## src/rtl/kmeans_k2n5_ctrl.sv

```systemverilog
// Iteration sequencer for the k=2, 5-dimension k-means datapath: clears the
// accumulators, streams sample addresses, drains the pipeline and runs the update.
module kmeans_k2n5_ctrl #(
  parameter int input_data_qty_bit_width = 8,
  parameter int input_data_qty           = 256,
  parameter int pipe_latency             = 6,
  parameter int max_iterations           = 16,
  parameter int iter_width               = 8
) (
  input  logic                                clk,
  input  logic                                rst,
  input  logic                                start,
  output logic                                mem_rd_en,
  output logic [input_data_qty_bit_width-1:0] mem_rd_addr,
  output logic                                acc_clear,
  output logic                                acc_en,
  output logic                                upd_start,
  input  logic                                upd_done,
  input  logic                                centroid_changed,
  output logic                                busy,
  output logic                                done,
  output logic                                converged,
  output logic [iter_width-1:0]               iteration
);

  localparam int AW = input_data_qty_bit_width;
  localparam int CW = ($clog2(pipe_latency) > 0) ? $clog2(pipe_latency) : 1;
  localparam logic [AW-1:0] ADDR_LAST = AW'(input_data_qty - 1);
  localparam logic [CW-1:0] CNT_LAST  = CW'(pipe_latency - 1);

  localparam logic [2:0] S_IDLE   = 3'd0;
  localparam logic [2:0] S_CLEAR  = 3'd1;
  localparam logic [2:0] S_STREAM = 3'd2;
  localparam logic [2:0] S_DRAIN  = 3'd3;
  localparam logic [2:0] S_UPDATE = 3'd4;
  localparam logic [2:0] S_WAIT   = 3'd5;
  localparam logic [2:0] S_CHECK  = 3'd6;
  localparam logic [2:0] S_DONE   = 3'd7;

  logic [2:0]              state_q, state_d;
  logic [AW-1:0]           addr_q, addr_d;
  logic [CW-1:0]           cnt_q, cnt_d;
  logic [iter_width-1:0]   iter_q, iter_d;
  logic                    conv_q, conv_d;
  logic                    chg_q, chg_d;
  logic [pipe_latency-1:0] acc_pipe_q;

  // Iteration count sticks at all-ones rather than wrapping.
  function automatic logic [iter_width-1:0] sat_inc(input logic [iter_width-1:0] v);
    return (&v) ? v : v + iter_width'(1);
  endfunction

  always_comb begin
    state_d = state_q;
    addr_d  = addr_q;
    cnt_d   = cnt_q;
    iter_d  = iter_q;
    conv_d  = conv_q;
    chg_d   = chg_q;
    case (state_q)
      S_IDLE, S_DONE: begin
        if (start) begin
          state_d = S_CLEAR;
          iter_d  = '0;
          conv_d  = 1'b0;
        end
      end
      S_CLEAR: begin
        addr_d  = '0;
        state_d = S_STREAM;
      end
      S_STREAM: begin
        if (addr_q == ADDR_LAST) begin
          state_d = S_DRAIN;
          cnt_d   = '0;
        end else begin
          addr_d = addr_q + AW'(1);
        end
      end
      S_DRAIN: begin
        if (cnt_q == CNT_LAST) state_d = S_UPDATE;
        else                   cnt_d   = cnt_q + CW'(1);
      end
      S_UPDATE: state_d = S_WAIT;
      S_WAIT: begin
        if (upd_done) begin
          chg_d   = centroid_changed;
          state_d = S_CHECK;
        end
      end
      S_CHECK: begin
        iter_d = sat_inc(iter_q);
        if (!chg_q) begin
          state_d = S_DONE;
          conv_d  = 1'b1;
        end else if (int'(iter_q) + 1 == max_iterations) begin
          state_d = S_DONE;
          conv_d  = 1'b0;
        end else begin
          state_d = S_CLEAR;
        end
      end
      default: state_d = S_IDLE;
    endcase
  end

  always_ff @(posedge clk or negedge rst) begin
    if (!rst) begin
      state_q <= S_IDLE;
      addr_q  <= '0;
      cnt_q   <= '0;
      iter_q  <= '0;
      conv_q  <= 1'b0;
      chg_q   <= 1'b0;
    end else begin
      state_q <= state_d;
      addr_q  <= addr_d;
      cnt_q   <= cnt_d;
      iter_q  <= iter_d;
      conv_q  <= conv_d;
      chg_q   <= chg_d;
    end
  end

  // acc_en is the read strobe delayed to the accumulator inputs, independent of state.
  always_ff @(posedge clk or negedge rst) begin
    if (!rst) begin
      acc_pipe_q <= '0;
    end else begin
      acc_pipe_q[0] <= mem_rd_en;
      for (int i = 1; i < pipe_latency; i++) acc_pipe_q[i] <= acc_pipe_q[i-1];
    end
  end

  assign mem_rd_en   = (state_q == S_STREAM);
  assign mem_rd_addr = addr_q;
  assign acc_clear   = (state_q == S_CLEAR);
  assign acc_en      = acc_pipe_q[pipe_latency-1];
  assign upd_start   = (state_q == S_UPDATE);
  assign busy        = (state_q != S_IDLE) && (state_q != S_DONE);
  assign done        = (state_q == S_DONE);
  assign converged   = conv_q;
  assign iteration   = iter_q;

endmodule

```

## config.mk

```make
export PLATFORM = sky130hd
export DESIGN_NAME = kmeans_k2n5_ctrl
export DESIGN_NICKNAME = d
export VERILOG_FILES = /design/src/rtl/kmeans_k2n5_ctrl.sv
export SDC_FILE = /design/constraint.sdc
export NUM_CORES = 1
export LEC_CHECK = 0
export CAP_MARGIN = 40
export CORE_UTILIZATION = 30
export DETAILED_ROUTE_END_ITERATION = 8
export GPL_ROUTABILITY_DRIVEN = 0
export SLEW_MARGIN = 20
export SYNTH_ARGS = -nofsm -noshare
export SYNTH_HDL_FRONTEND = slang
export SYNTH_SLANG_ARGS = --single-unit
```

## constraint.sdc

```tcl
create_clock -name clk -period 1.7 [get_ports clk]
set_input_delay 0.255 -clock clk [delete_from_list [all_inputs] [get_ports clk]]
set_output_delay 0.255 -clock clk [all_outputs]
set_load 0.05 [all_outputs]
```

==> reports/qor.txt, run 1 <==
Hold Crit Class - reg -> reg
DRC Markers - 0
Y dimension of the die - 73.0 um
Syn nets - 168
Worst setup path start - iteration[1]
Met2 usage - 22.8%
Buffer type at the clock tree root - sky130_fd_sc_hd__clkbuf_8
Share of layout cells above drive strength 1 - 39.5%
CTS tree - built
Share of the synthesized area in the top cell type - 49.7%
Largest stage delay on the critical path - 0.43 ns
Post-synthesis average cell area - 9.51 um2
Main area contributors after synthesis - sky130_fd_sc_hd__dfrtp_1 (50%), sky130_fd_sc_hd__o21ai_0 (6.6%), sky130_fd_sc_hd__nand3_1 (3.6%)
Commonest cells in the netlist - sky130_fd_sc_hd__dfrtp_1 (30), sky130_fd_sc_hd__o21ai_0 (20), sky130_fd_sc_hd__nand2_1 (12), sky130_fd_sc_hd__nor2_1 (12), sky130_fd_sc_hd__nand3_1 (11)
Fin crit share - 102%
Highest attainable clock frequency - 0.574 GHz
CTS buffer count - 5
Status - complete, but fails checks
Initial antenna violation count - 0
Latest clock arrival within the worst-skew pair - 0.27 ns
Final Util - 47.2%
Max transition margin - 72.7%
Worst path setup slack after routing - -0.0418 ns
Endpoints failing hold - 0
Most instantiated flip-flop cell in the synthesis netlist - sky130_fd_sc_hd__dfrtp_1
Critical path start-end classification - reg -> reg
FF-to-FF Start - iteration[1]
CTS HTree Levels - 2
Synth area leader - sky130_fd_sc_hd__dfrtp_1
Global-route wire length before repair - 5770 um
Number of nets in the layout - 223
Initial standard-cell utilization of the core - 31.6%
Cells along the critical path - ha_4 -> and3_4 -> a21o_1 -> a221o_1 -> a311oi_2 -> a211o_1
Register clock-pin slew on the reported worst setup and hold paths - 0.07 ns
Number of violations reported at the end of detailed-routing iteration 0 - 85
Number of core rows - 25
Max Clock Skew - 0.00734 ns
Area growth, synth to finish - 49.5%
Antenna violation net count after detailed routing - 0
Cell with the most instances after synthesis - sky130_fd_sc_hd__dfrtp_1
Total of endpoints with negative setup slack in the final report - 3
Gr ovfl total - 0
FF+latch count, synth - 30
Total number of vias - 1360
Number of instances in the synthesized netlist - 159
Part of the Yosys area used for sequential elements - 49.7%
IO Port Bufs - 27
Critical path data arrival time - 1.96 ns
Total half-perimeter wirelength after legalization and detailed placement - 2380 um
Leakage - 1.01 nW
Pin slew with the least headroom to its limit - 0.406 ns
Capture point of the critical path - state_q[1]
Total of max-cap violations - 0
Post-Layout Inst Area - 2260 um2
Number of different library cells in the post-synthesis netlist - 39
Met3 demand-to-capacity share in global routing - 3.31%
Final Max Slew Viols - 0
Setup slack of the worst register-to-register path - -0.04 ns
Number of global-route vias before repair - 1262
GR Layer Usage met1 - 18.7%
Required time worst endpoint - 1.91 ns
Area of the core - 4790 um2
Maximum root-to-sink buffer count - 2
Post-Synthesis Cell Area - 1510 um2
Number of warnings reported in the yosys synthesis log - 0
# IOs - 28
Worst slack after detailed placement - -0.0617 ns
Minimum period implied by the final worst setup slack - 1.74 ns
WL final - 3520 um
Worst path slowest cell - sky130_fd_sc_hd__dfrtp_2
Die area - 5330 um2
Overall routing resource usage - 14.2%
Detailed-route wire length per cell - 12.5 um
Number of vias per cell - 4.82
Critical-path maximum fanout - 5
Die X-Extent - 73.0 um
Category of the worst setup path capture point - register
Destination of the worst register-to-register timing path - state_q[1]
Diodes inserted - 0
Post-synth EDFFs - 0
Register-to-Register Path Depth - 6
Area post-placement - 2050 um2
Busiest layer in global routing - met2
Setup repair after global routing missed its margin - yes
Pwr Density - 1750 nW/um2
Type of origin of the critical path - register
Violations in the final reports - negative setup slack
Proportion of register bits with asynchronous set or reset after synthesis - 100%
Clock Sinks - 30
Peak supply drop - 1.09 mV
Count of TritonRoute iterations in the first routing pass - 4
Pin count of the biggest net entering global routing - 31
## area by class of cell
cell class	count	area (um2)
fillers	452	2530
multi-input cells	115	781
flip-flops and latches	30	761
repair buffers	53	507
clock buffers	8	90.1
well taps	67	83.8
inverters	9	37.5
## registers in the layout, indices dropped and copies added (netlist names)
signal,cells
acc_pipe_q,6
converged,1
chg_q,1
cnt_q,3
iteration,8
mem_rd_addr,8
state_q,3
## through the flow
stage,TNS (ns),cells,total power [mW],hold slack (ns)
final,-0.115,282,3.95,0.349
after global routing,-0.464,282,4.19,0.357
after CTS,-0.121,279,3.77,0.350
after detailed placement,-0.0626,268,3.07,0.335
after global placement,0,268,3.06,0.333
after floorplan,-1.64,159,2.31,-0.0406
## kinds of logic (layout without fill, tap and decap cells)
logic type	after synthesis	count (layout)	synth area share, %
AOI/OAI and AO/OA	46	46	19.3
xor gates and xnor gates	3	3	1.74
adders and majority gates	4	4	3.31
buffers and inverters	14	70	4.22
DFF	30	30	49.7
muxes	1	1	0.745
and+or+nand+nor	61	61	21.0
## how the worst min path moves through the flow
| stage | start | endpoint | slack [ns] | cells past startpoint |
|---|---|---|---|---|
| floorplan | rst | acc_pipe_q[0] | -0.04 | 0 |
| global placement | acc_pipe_q[1] | acc_pipe_q[2] | 0.33 | 0 |
| detailed placement | acc_pipe_q[2] | acc_pipe_q[3] | 0.33 | 0 |
| CTS | acc_pipe_q[2] | acc_pipe_q[3] | 0.35 | 0 |
| global route | acc_pipe_q[0] | acc_pipe_q[1] | 0.36 | 0 |
| finish | acc_pipe_q[2] | acc_pipe_q[3] | 0.35 | 0 |
## layer usage
| layer | vias up | wire length, um |
|---|---|---|
| li1 | 681 | - |
| met1 | 638 | 1730 |
| met2 | 39 | 1610 |
| met3 | 2 | 149 |
| met4 | 0 | 20 |
| met5 | - | 0 |
## report_power, final
group          switching [mW]  internal [mW]
logic                    1.26           1.02
clock network           0.261          0.330
registers               0.164          0.921
## layout by cell type (no fill, tap or decap), types with 2 or more instances in the layout
master,count
sky130_fd_sc_hd__buf_4,39
sky130_fd_sc_hd__dfrtp_1,22
sky130_fd_sc_hd__o21ai_0,16
sky130_fd_sc_hd__nand2_1,11
sky130_fd_sc_hd__nor2_1,11
sky130_fd_sc_hd__nand3_1,10
sky130_fd_sc_hd__dfrtp_2,8
sky130_fd_sc_hd__inv_1,7
sky130_fd_sc_hd__buf_12,7
sky130_fd_sc_hd__a21oi_1,6
sky130_fd_sc_hd__clkbuf_8,6
sky130_fd_sc_hd__nand3b_1,4
sky130_fd_sc_hd__a31oi_1,4
sky130_fd_sc_hd__o21ai_1,4
sky130_fd_sc_hd__clkdlybuf4s50_1,4
sky130_fd_sc_hd__and2_1,3
sky130_fd_sc_hd__nand4_1,3
sky130_fd_sc_hd__ha_1,3
sky130_fd_sc_hd__buf_6,3
sky130_fd_sc_hd__and3_4,2
sky130_fd_sc_hd__and3_1,2
sky130_fd_sc_hd__xnor2_1,2
sky130_fd_sc_hd__o211ai_1,2
sky130_fd_sc_hd__o31ai_1,2
sky130_fd_sc_hd__nor3_1,2
sky130_fd_sc_hd__a21o_1,2
sky130_fd_sc_hd__and2_4,2
sky130_fd_sc_hd__clkbuf_1,2
## critical path, delay by kind of cell (launching register included)
kind,cells,cell delay (ns)
simple gates,1,0.19
compound gates,4,0.89
fa+ha+maj,1,0.17
flops,1,0.43
## timing repair
action                     CTS  global route
hold buffers                 0             0
gates cloned                 0             0
pin swaps                    0             5
resized for setup            3            13
setup buffers                3             3
setup endpoints to repair    6            17
No activity file was read; power rests on OpenSTA's default activity.
==> run 2, diff against run 1 <==
Settings changed: ABC_CLOCK_PERIOD_IN_PS set to 1700.
==> results of run 2 <==
No change in the layout: final DEF, timing and power equal those of run 1.
